File: src/rtl/uart_tx_sched_pkg.sv
// Shared types and constants for the UART transmit scheduler.
// Optional build macro: UART_TX_SCHED_CRLF_EN (append CR/LF after each completed message).
package uart_tx_sched_pkg;

    // Width of the grant index presented on grant_id.
    localparam int unsigned GID_W = 3;

`ifdef UART_TX_SCHED_CRLF_EN
    typedef enum logic [1:0] {
        ST_IDLE,
        ST_LOCK,
        ST_CR,
        ST_LF
    } state_e;

    localparam logic [7:0] CHAR_CR = 8'h0D;
    localparam logic [7:0] CHAR_LF = 8'h0A;
`else
    typedef enum logic [0:0] {
        ST_IDLE,
        ST_LOCK
    } state_e;
`endif

endpackage

File: src/rtl/uart_tx_rr_arb.sv
// Combinational round-robin arbiter: picks the first requester at or above
// the pointer, wrapping modulo NUM_REQ.
// Optional build macro: UART_TX_SCHED_CRLF_EN (no effect in this file).
module uart_tx_rr_arb
    import uart_tx_sched_pkg::*;
#(
    parameter int unsigned NUM_REQ = 3
) (
    input  logic [NUM_REQ-1:0] req_i,
    input  logic [GID_W-1:0]   rr_ptr_i,
    output logic [GID_W-1:0]   win_o,
    output logic               any_o
);

    // Scan priority positions starting at the pointer; first hit wins.
    always_comb begin
        win_o = '0;
        any_o = 1'b0;
        for (int unsigned off = 0; off < NUM_REQ; off++) begin
            for (int unsigned i = 0; i < NUM_REQ; i++) begin
                if (!any_o && req_i[i] && (((32'(rr_ptr_i) + off) % NUM_REQ) == i)) begin
                    any_o = 1'b1;
                    win_o = GID_W'(i);
                end
            end
        end
    end

endmodule

File: src/rtl/uart_tx_sched.sv
// Message-granular round-robin scheduler in front of uart_tx, with a
// one-character output register and a per-message stall timeout.
// Optional build macro: UART_TX_SCHED_CRLF_EN (append CR/LF after each completed message).
module uart_tx_sched
    import uart_tx_sched_pkg::*;
#(
    parameter  int unsigned NUM_REQ     = 3,
    parameter  int unsigned MSG_TIMEOUT = 1000,
    localparam int unsigned CW          = $clog2(MSG_TIMEOUT + 1)
) (
    input  logic                   clk_tx,
    input  logic                   rst_clk_tx_n,
    input  logic [NUM_REQ-1:0]     req_valid,
    input  logic [NUM_REQ*8-1:0]   req_data,
    input  logic [NUM_REQ-1:0]     req_last,
    output logic [NUM_REQ-1:0]     req_ready,
    output logic                   tx_data_valid,
    output logic [7:0]             tx_data,
    input  logic                   tx_data_ready,
    output logic [GID_W-1:0]       grant_id,
    output logic                   busy,
    output logic                   timeout_err
);

    state_e             state_q;
    logic [GID_W-1:0]   grant_q;
    logic [GID_W-1:0]   rr_q;
    logic [GID_W-1:0]   rr_d;
    logic [CW-1:0]      cnt_q;
    logic               busy_q;
    logic               txv_q;
    logic [7:0]         txd_q;
    logic               terr_q;

    logic               out_free;
    logic               sel_valid;
    logic [7:0]         sel_data;
    logic               sel_last;
    logic               xfer;
    logic               expire;
    logic [GID_W-1:0]   arb_win;
    logic               arb_any;

    uart_tx_rr_arb #(
        .NUM_REQ (NUM_REQ)
    ) u_arb (
        .req_i    (req_valid),
        .rr_ptr_i (rr_q),
        .win_o    (arb_win),
        .any_o    (arb_any)
    );

    assign out_free = !txv_q || tx_data_ready;
    assign xfer     = (state_q == ST_LOCK) && sel_valid && out_free;
    assign expire   = (state_q == ST_LOCK) && !sel_valid && (cnt_q == CW'(MSG_TIMEOUT - 1));
    assign rr_d     = (grant_q == GID_W'(NUM_REQ - 1)) ? '0 : grant_q + GID_W'(1);

    // Select the granted requester's valid/data/last.
    always_comb begin
        sel_valid = 1'b0;
        sel_data  = '0;
        sel_last  = 1'b0;
        for (int unsigned i = 0; i < NUM_REQ; i++) begin
            if (grant_q == GID_W'(i)) begin
                sel_valid = req_valid[i];
                sel_data  = req_data[8*i +: 8];
                sel_last  = req_last[i];
            end
        end
    end

    // Only the locked requester sees ready, and only when the output register can take a character.
    always_comb begin
        req_ready = '0;
        for (int unsigned i = 0; i < NUM_REQ; i++) begin
            if ((state_q == ST_LOCK) && out_free && (grant_q == GID_W'(i))) begin
                req_ready[i] = 1'b1;
            end
        end
    end

    // Scheduler FSM, timeout counter and output character register.
    always_ff @(posedge clk_tx or negedge rst_clk_tx_n) begin
        if (!rst_clk_tx_n) begin
            state_q <= ST_IDLE;
            grant_q <= '0;
            rr_q    <= '0;
            cnt_q   <= '0;
            busy_q  <= 1'b0;
            txv_q   <= 1'b0;
            txd_q   <= 8'h00;
            terr_q  <= 1'b0;
        end else begin
            terr_q <= 1'b0;
            // Drain first; a load below in the same cycle overrides this.
            if (txv_q && tx_data_ready) begin
                txv_q <= 1'b0;
            end
            case (state_q)
                ST_IDLE: begin
                    if (arb_any) begin
                        state_q <= ST_LOCK;
                        grant_q <= arb_win;
                        busy_q  <= 1'b1;
                        cnt_q   <= '0;
                    end
                end
                ST_LOCK: begin
                    if (xfer) begin
                        txv_q <= 1'b1;
                        txd_q <= sel_data;
                        cnt_q <= '0;
                        if (sel_last) begin
                            rr_q <= rr_d;
`ifdef UART_TX_SCHED_CRLF_EN
                            state_q <= ST_CR;
`else
                            state_q <= ST_IDLE;
                            busy_q  <= 1'b0;
`endif
                        end
                    end else if (expire) begin
                        terr_q  <= 1'b1;
                        state_q <= ST_IDLE;
                        busy_q  <= 1'b0;
                        rr_q    <= rr_d;
                    end else if (!sel_valid) begin
                        cnt_q <= cnt_q + CW'(1);
                    end
                end
`ifdef UART_TX_SCHED_CRLF_EN
                ST_CR: begin
                    if (out_free) begin
                        txv_q   <= 1'b1;
                        txd_q   <= CHAR_CR;
                        state_q <= ST_LF;
                    end
                end
                ST_LF: begin
                    if (out_free) begin
                        txv_q   <= 1'b1;
                        txd_q   <= CHAR_LF;
                        state_q <= ST_IDLE;
                        busy_q  <= 1'b0;
                    end
                end
`endif
                default: state_q <= ST_IDLE;
            endcase
        end
    end

    assign tx_data_valid = txv_q;
    assign tx_data       = txd_q;
    assign grant_id      = grant_q;
    assign busy          = busy_q;
    assign timeout_err   = terr_q;

endmodule

File: config.mk
export PLATFORM = sky130hd
export DESIGN_NAME = uart_tx_sched
export DESIGN_NICKNAME = d
export VERILOG_FILES = /design/src/rtl/uart_tx_sched_pkg.sv /design/src/rtl/uart_tx_rr_arb.sv /design/src/rtl/uart_tx_sched.sv
export SDC_FILE = /design/constraint.sdc
export NUM_CORES = 1
export LEC_CHECK = 0
export CAP_MARGIN = 0
export CORE_MARGIN = 3
export CORE_UTILIZATION = 39
export DETAILED_ROUTE_END_ITERATION = 8
export GPL_ROUTABILITY_DRIVEN = 0
export GPL_TIMING_DRIVEN = 0
export PLACE_DENSITY = 0.71
export RECOVER_POWER = 25
export SLEW_MARGIN = 20
export SYNTH_ARGS = -nofsm -noshare
export SYNTH_HDL_FRONTEND = slang
export SYNTH_SLANG_ARGS = --single-unit
File: constraint.sdc
create_clock -name clk_tx -period 4.09 [get_ports clk_tx]
set_clock_uncertainty 0.1 [all_clocks]
set_input_delay 1.0225 -clock clk_tx [delete_from_list [all_inputs] [get_ports clk_tx]]
set_output_delay 1.0225 -clock clk_tx [all_outputs]
set_load 0.1 [all_outputs]
# Word-level counts from Yosys, hierarchy flattened

Index checks and enable logic that the tools add are counted.

Add/sub/neg operators: 4
Eq/ne operators: 15
Divide/modulo/power cells: 3
Reductions and logical operators: 47
Bitwise gates (word level): 1
Mux-type cells: 54

Operator list:

| operator                                                                  | count |
|---|---|
| 32-bit by 1-bit == test with 1-bit output (second input constant)         | 3 |
| 32-bit by 2-bit == test with 1-bit output (second input constant)         | 3 |
| 32-bit logical NOT                                                        | 3 |
| 32-bit by 2-bit remainder unit with 32-bit output (second input constant) | 2 |
| 10-bit two-way mux                                                        | 4 |
| 1-bit two-way mux                                                         | 33 |
| 3-bit by 2-bit remainder unit with 32-bit output (second input constant)  | 1 |
| 1-bit logical AND                                                         | 26 |
| 8-bit two-way mux                                                         | 3 |
| 10-bit case mux with 2 select lines                                       | 1 |
| 2-bit two-way mux                                                         | 7 |
| 3-bit two-way mux                                                         | 4 |
| 10-bit by 1-bit adder with 10-bit output (second input constant)          | 1 |
| 10-bit == test (second input constant)                                    | 1 |
| 1-bit logical NOT                                                         | 10 |
| 3-bit AND reduction                                                       | 3 |
| 3-bit != test (second input constant)                                     | 2 |
| 3-bit by 1-bit adder with 4-bit output (second input constant)            | 1 |
| 3-bit by 2-bit adder with 4-bit output (second input constant)            | 1 |
| 2-bit != test (second input constant)                                     | 2 |
| 1-bit case mux with 2 select lines                                        | 2 |
| 2-bit AND reduction                                                       | 2 |
| 3-bit by 1-bit adder with 3-bit output (second input constant)            | 1 |
| 3-bit by 1-bit == test with 1-bit output (second input constant)          | 1 |
| other kinds (7)                                                           | 7 |

Bits in registers: 28
Word-level logic and storage cells: 132
Output and inout bits: 17

# Depth between registers and ports, before layout

Depth in word-level cells: 38
Mapped depth: 15

# Hierarchy

From an unflattened synthesis, not the netlist that was laid out.

Cells, all modules: 327
Area total of the unflattened synthesis: 2,683.8 sq um

Modules (own cells, without submodules):

| module         | cells each | instances | area an instance (sq um) |
|---|---|---|---|
| uart_tx_sched  | 169        | 1         | 1,569.0 |
| uart_tx_rr_arb | 158        | 1         | 1,114.8 |

# Worst setup path before layout

Ideal clock, no wire load.

Path kind: reg-to-output
Start point: register grant_q[0], in the netlist grant_id[0]
End point: output req_ready[0]
Data arrival time: 3.438 ns
Cell stages (with the launch flop): 4
Setup slack: -0.470 ns
Cell sequence: dfrtp_1 > clkbuf_1 > clkbuf_1 > nor3_1

Word-level cells in the longest chain between the ends: 3

Ends and longest elaborated chain:

| what                     | RTL line             | RTL |
|---|---|---|
| start: declaration       | uart_tx_sched.sv:26  | `logic [GID_W-1:0] grant_q;` |
| start signal: assignment | uart_tx_sched.sv:103 | `grant_q <= arb_win;` |
| 3-bit logical NOT        | uart_tx_sched.sv:76  | `if ((state_q == ST_LOCK) && out_free && (grant_q == GID_W'(i))) begin` |
| 1-bit logical AND        | uart_tx_sched.sv:76  |  |
| 1-bit two-way mux        | uart_tx_sched.sv:76  |  |
| end: declaration         | uart_tx_sched.sv:16  | `output logic [NUM_REQ-1:0] req_ready,` |

No other way between the ends.

# Final worst setup path

Start point: input tx_data_ready
End point: output req_ready[0]

Word-level cells in the longest chain between the ends: 4

Ends and longest elaborated chain:

| what                           | RTL line            | RTL |
|---|---|---|
| start: declaration             | uart_tx_sched.sv:19 | `input logic tx_data_ready,` |
| 1-bit logical OR               | uart_tx_sched.sv:53 | `assign out_free = !txv_q \|\| tx_data_ready;` |
| 1-bit logical AND (2 in a row) | uart_tx_sched.sv:76 |  |
| 1-bit two-way mux              | uart_tx_sched.sv:76 |  |

No other way between the ends.

==> results.tsv <==
stage	metric	value	unit
global_route	first-pass GRT wire length	11500	um
clock_network	clock sink total	27	
drt	WL final	7100	um
drt	WL per Instance	15.2	um
placed_design	DP HPWL	5400	um
global_route	met1 GRT Util	0.235	
cells_and_area	non-filler instance count after layout	466	
drt	antenna viol nets, final	0	
cells_and_area	Post-layout nets	443	
setup_path	Worst Path Max Fanout	6	
run	max_cap viols	0	
drt	initial drt markers	149	
timing	Hold Slack	389	ps
synthesis	Synth Area per Inst	8.13	um2
synthesis	register area share after synthesis	0.255	
synthesis	post-synthesis cell area	0.00265	mm2
timing	worst slew pin tran	1460	ps
die	Initial Util	0.410	
synthesis	xor and xnor fraction of the mapped netlist area	0.0222	
synthesis	Post-synth ARST share	1.00	
timing	Max Freq	255	MHz
cells_and_area	area grow syn2layout	30.0	%
timing	Tcrit/Tclk final	0.957	
synthesis	Post-synth EDFFs	0	
timing	# setup viols final	0	
global_route	met3 Use GR	0.0298	
synthesis	Distinct cells, synth	67	
clock_network	CTS buffer count	3	
drt	# DRC	0	
global_route	initial antenna violation count	0	
global_route	met2 Use GR	0.312	
drt	routed vias/inst	5.60	
synthesis	adder-cell share of the synthesized area	0.0944	
synthesis	Yosys reg bits	27	
synthesis	yosys warns	0	
run_status	status	finished clean	
die	Die Span Y	88.5	um
global_route	number of global-route vias before repair	2505	
timing	Hold Vio Cnt, Final	0	
drt	DRT Pass-1 Iters	4	
clock_network	CTS H-tree depth	1	
synthesis	post-synthesis mux area share	0.0613	
global_route	largest net degree at the start of global routing	28	
die	Core Footprint	0.00646	mm2
setup_path	startpoint class of the critical path	input port	
synthesis	Synth Flop Type	dfrtp_1	
synthesis	Synth top area share	0.255	
die	Die X	88.5	um
timing	Rel. slew slack	0.0256	
synthesis	Post-synth top cells	32 x nand2_1, 27 x dfrtp_1, 25 x inv_1	
clock_network	clock-pin transition on the worst setup and hold timing paths	90	ps
clock_network	Skew-Pair Late Insertion Delay	270	ps
setup_path	Worst setup EP type	primary output	
synthesis	most numerous cell in the Yosys netlist	nand2_1	
synthesis	largest area contributor in the netlist	dfrtp_1	
timing	Period minus WS final	3910	ps
timing	pins over their slew limit	0	
cells_and_area	layout cells sized above 1	0.136	
clock_network	CTS tree	done	
global_route	GR peak layer	met2	
drt	via count	2611	
global_route	Total GRT Usage	0.180	
global_route	GRT overflow	0	
clock_network	CTS Buffer Depth	2	
timing	worst setup margin	176	ps
cells_and_area	Antenna Cells	0	
die	Die ar.	0.00782	mm2
synthesis	gate count of the mapped netlist	326	
setup_path	Crit Path Category	input port to primary output	
timing	setup TNS	0	ps
setup_path	Crit path arrival time	2790	ps
synthesis	Post-Syn Nets	379	
clock_network	Root Buffer	clkbuf_8	
synthesis	top cells by area, synth	dfrtp_1 25%, ha_1 9.4%, mux2i_1 5.3%	
die	IO Pins	50	
placed_design	# placed instances	451	
min_path	min-delay worst type	register to register	
setup_path	Worst Path Required	2970	ps
synthesis	post-synthesis compound-gate area fraction	0.280	
synthesis	main combinational cell family by area after synthesis	compound AO/OA/AOI/OAI gates	
die	Site Rows	29	
placed_design	pre-CTS setup slack	-567	ps
placed_design	IO buf count	48	
synthesis	synthesized-area fraction occupied by and/or/nand/nor cells	0.223	
==> state kept, by name, summed over array words and instances, names as in the netlist <==
| name | count |
|---|---|
| busy | 1 |
| cnt_q | 10 |
| grant_id | 2 |
| rr_q | 3 |
| state_q | 1 |
| timeout_err | 1 |
| tx_data | 8 |
| tx_data_valid | 1 |
==> timing repair <==
| item | CTS | global route |
|---|---|---|
| hold buffers | 0 | 0 |
| pin swaps | 2 | 5 |
| resized for setup | 12 | 9 |
| setup endpoints to repair | 17 | 14 |
| buffers inserted | 3 | 10 |
==> cell usage in the layout (no fill, tap or decap), types with 3 or more instances in the layout <==
cell	instances
nand2b_1	6
a21oi_1	16
inv_1	25
nor2_1	17
o21ai_0	24
dlygate4sd2_1	3
and2_1	4
and3_1	5
clkbuf_1	10
ha_1	18
buf_4	15
a31oi_1	9
o21ai_1	7
nand4_1	3
a211oi_1	6
o211ai_1	3
nor3_1	13
nor2b_1	5
clkbuf_8	3
dfrtp_1	25
nand2_1	32
mux2i_1	14
clkdlybuf4s50_1	44
a21o_1	4
nand3_1	7
or4_1	4
==> metal layers <==
layer  vias to the layer above  wire length [um]
li1                       1333                 -
met1                      1227              3170
met2                        41              3700
met3                        10               145
met4                         0                85
met5                         -                 0
==> logic make-up after synthesis <==
family          Yosys count
simple gates            114
compound gates          103
buf+inv                  40
flops                    27
fa+ha+maj                20
mux                      16
xor+xnor                  5
other cells               1
==> critical path: stages <==
cell             delay [ps]
clkdlybuf4s50_1         450
nand2b_1                200
nand2_1                 120
nor3_2                  110
dlygate4sd2_1           880
==> final timing paths <==
kind / end / cells after the start / slack, ps / from
min in group asynchronous: cnt_q[8] / 1 / 980 / rst_clk_tx_n
max in group asynchronous: rr_q[1] / 1 / 1950 / rst_clk_tx_n
setup reg to reg: cnt_q[6] / 15 / 210 / rr_q[0]
hold reg to reg: busy / 1 / 390 / busy
hold / removal: busy / 1 / 390 / busy
setup / recovery: req_ready[0] / 5 / 180 / tx_data_ready
==> layout make-up <==
type                    count  area, um2
clock buffers               4       45.0
well taps                  77       96.3
plain buffers              13       68.8
inverters                  25       93.8
flip-flops and latches     27        678
fillers                   608       3010
repair buffers             61        581
multi-input cells         259       1880
==> stage by stage <==
stage,instance area [um2],utilization
floorplan,2660,-
global placement,3240,0.501
detailed placement,3230,0.500
CTS,3330,0.515
global route,3450,0.534
finish,3450,0.534
Power is not shown: default switching activity piles up to over one toggle a cycle in this logic, so the estimate is an artifact.
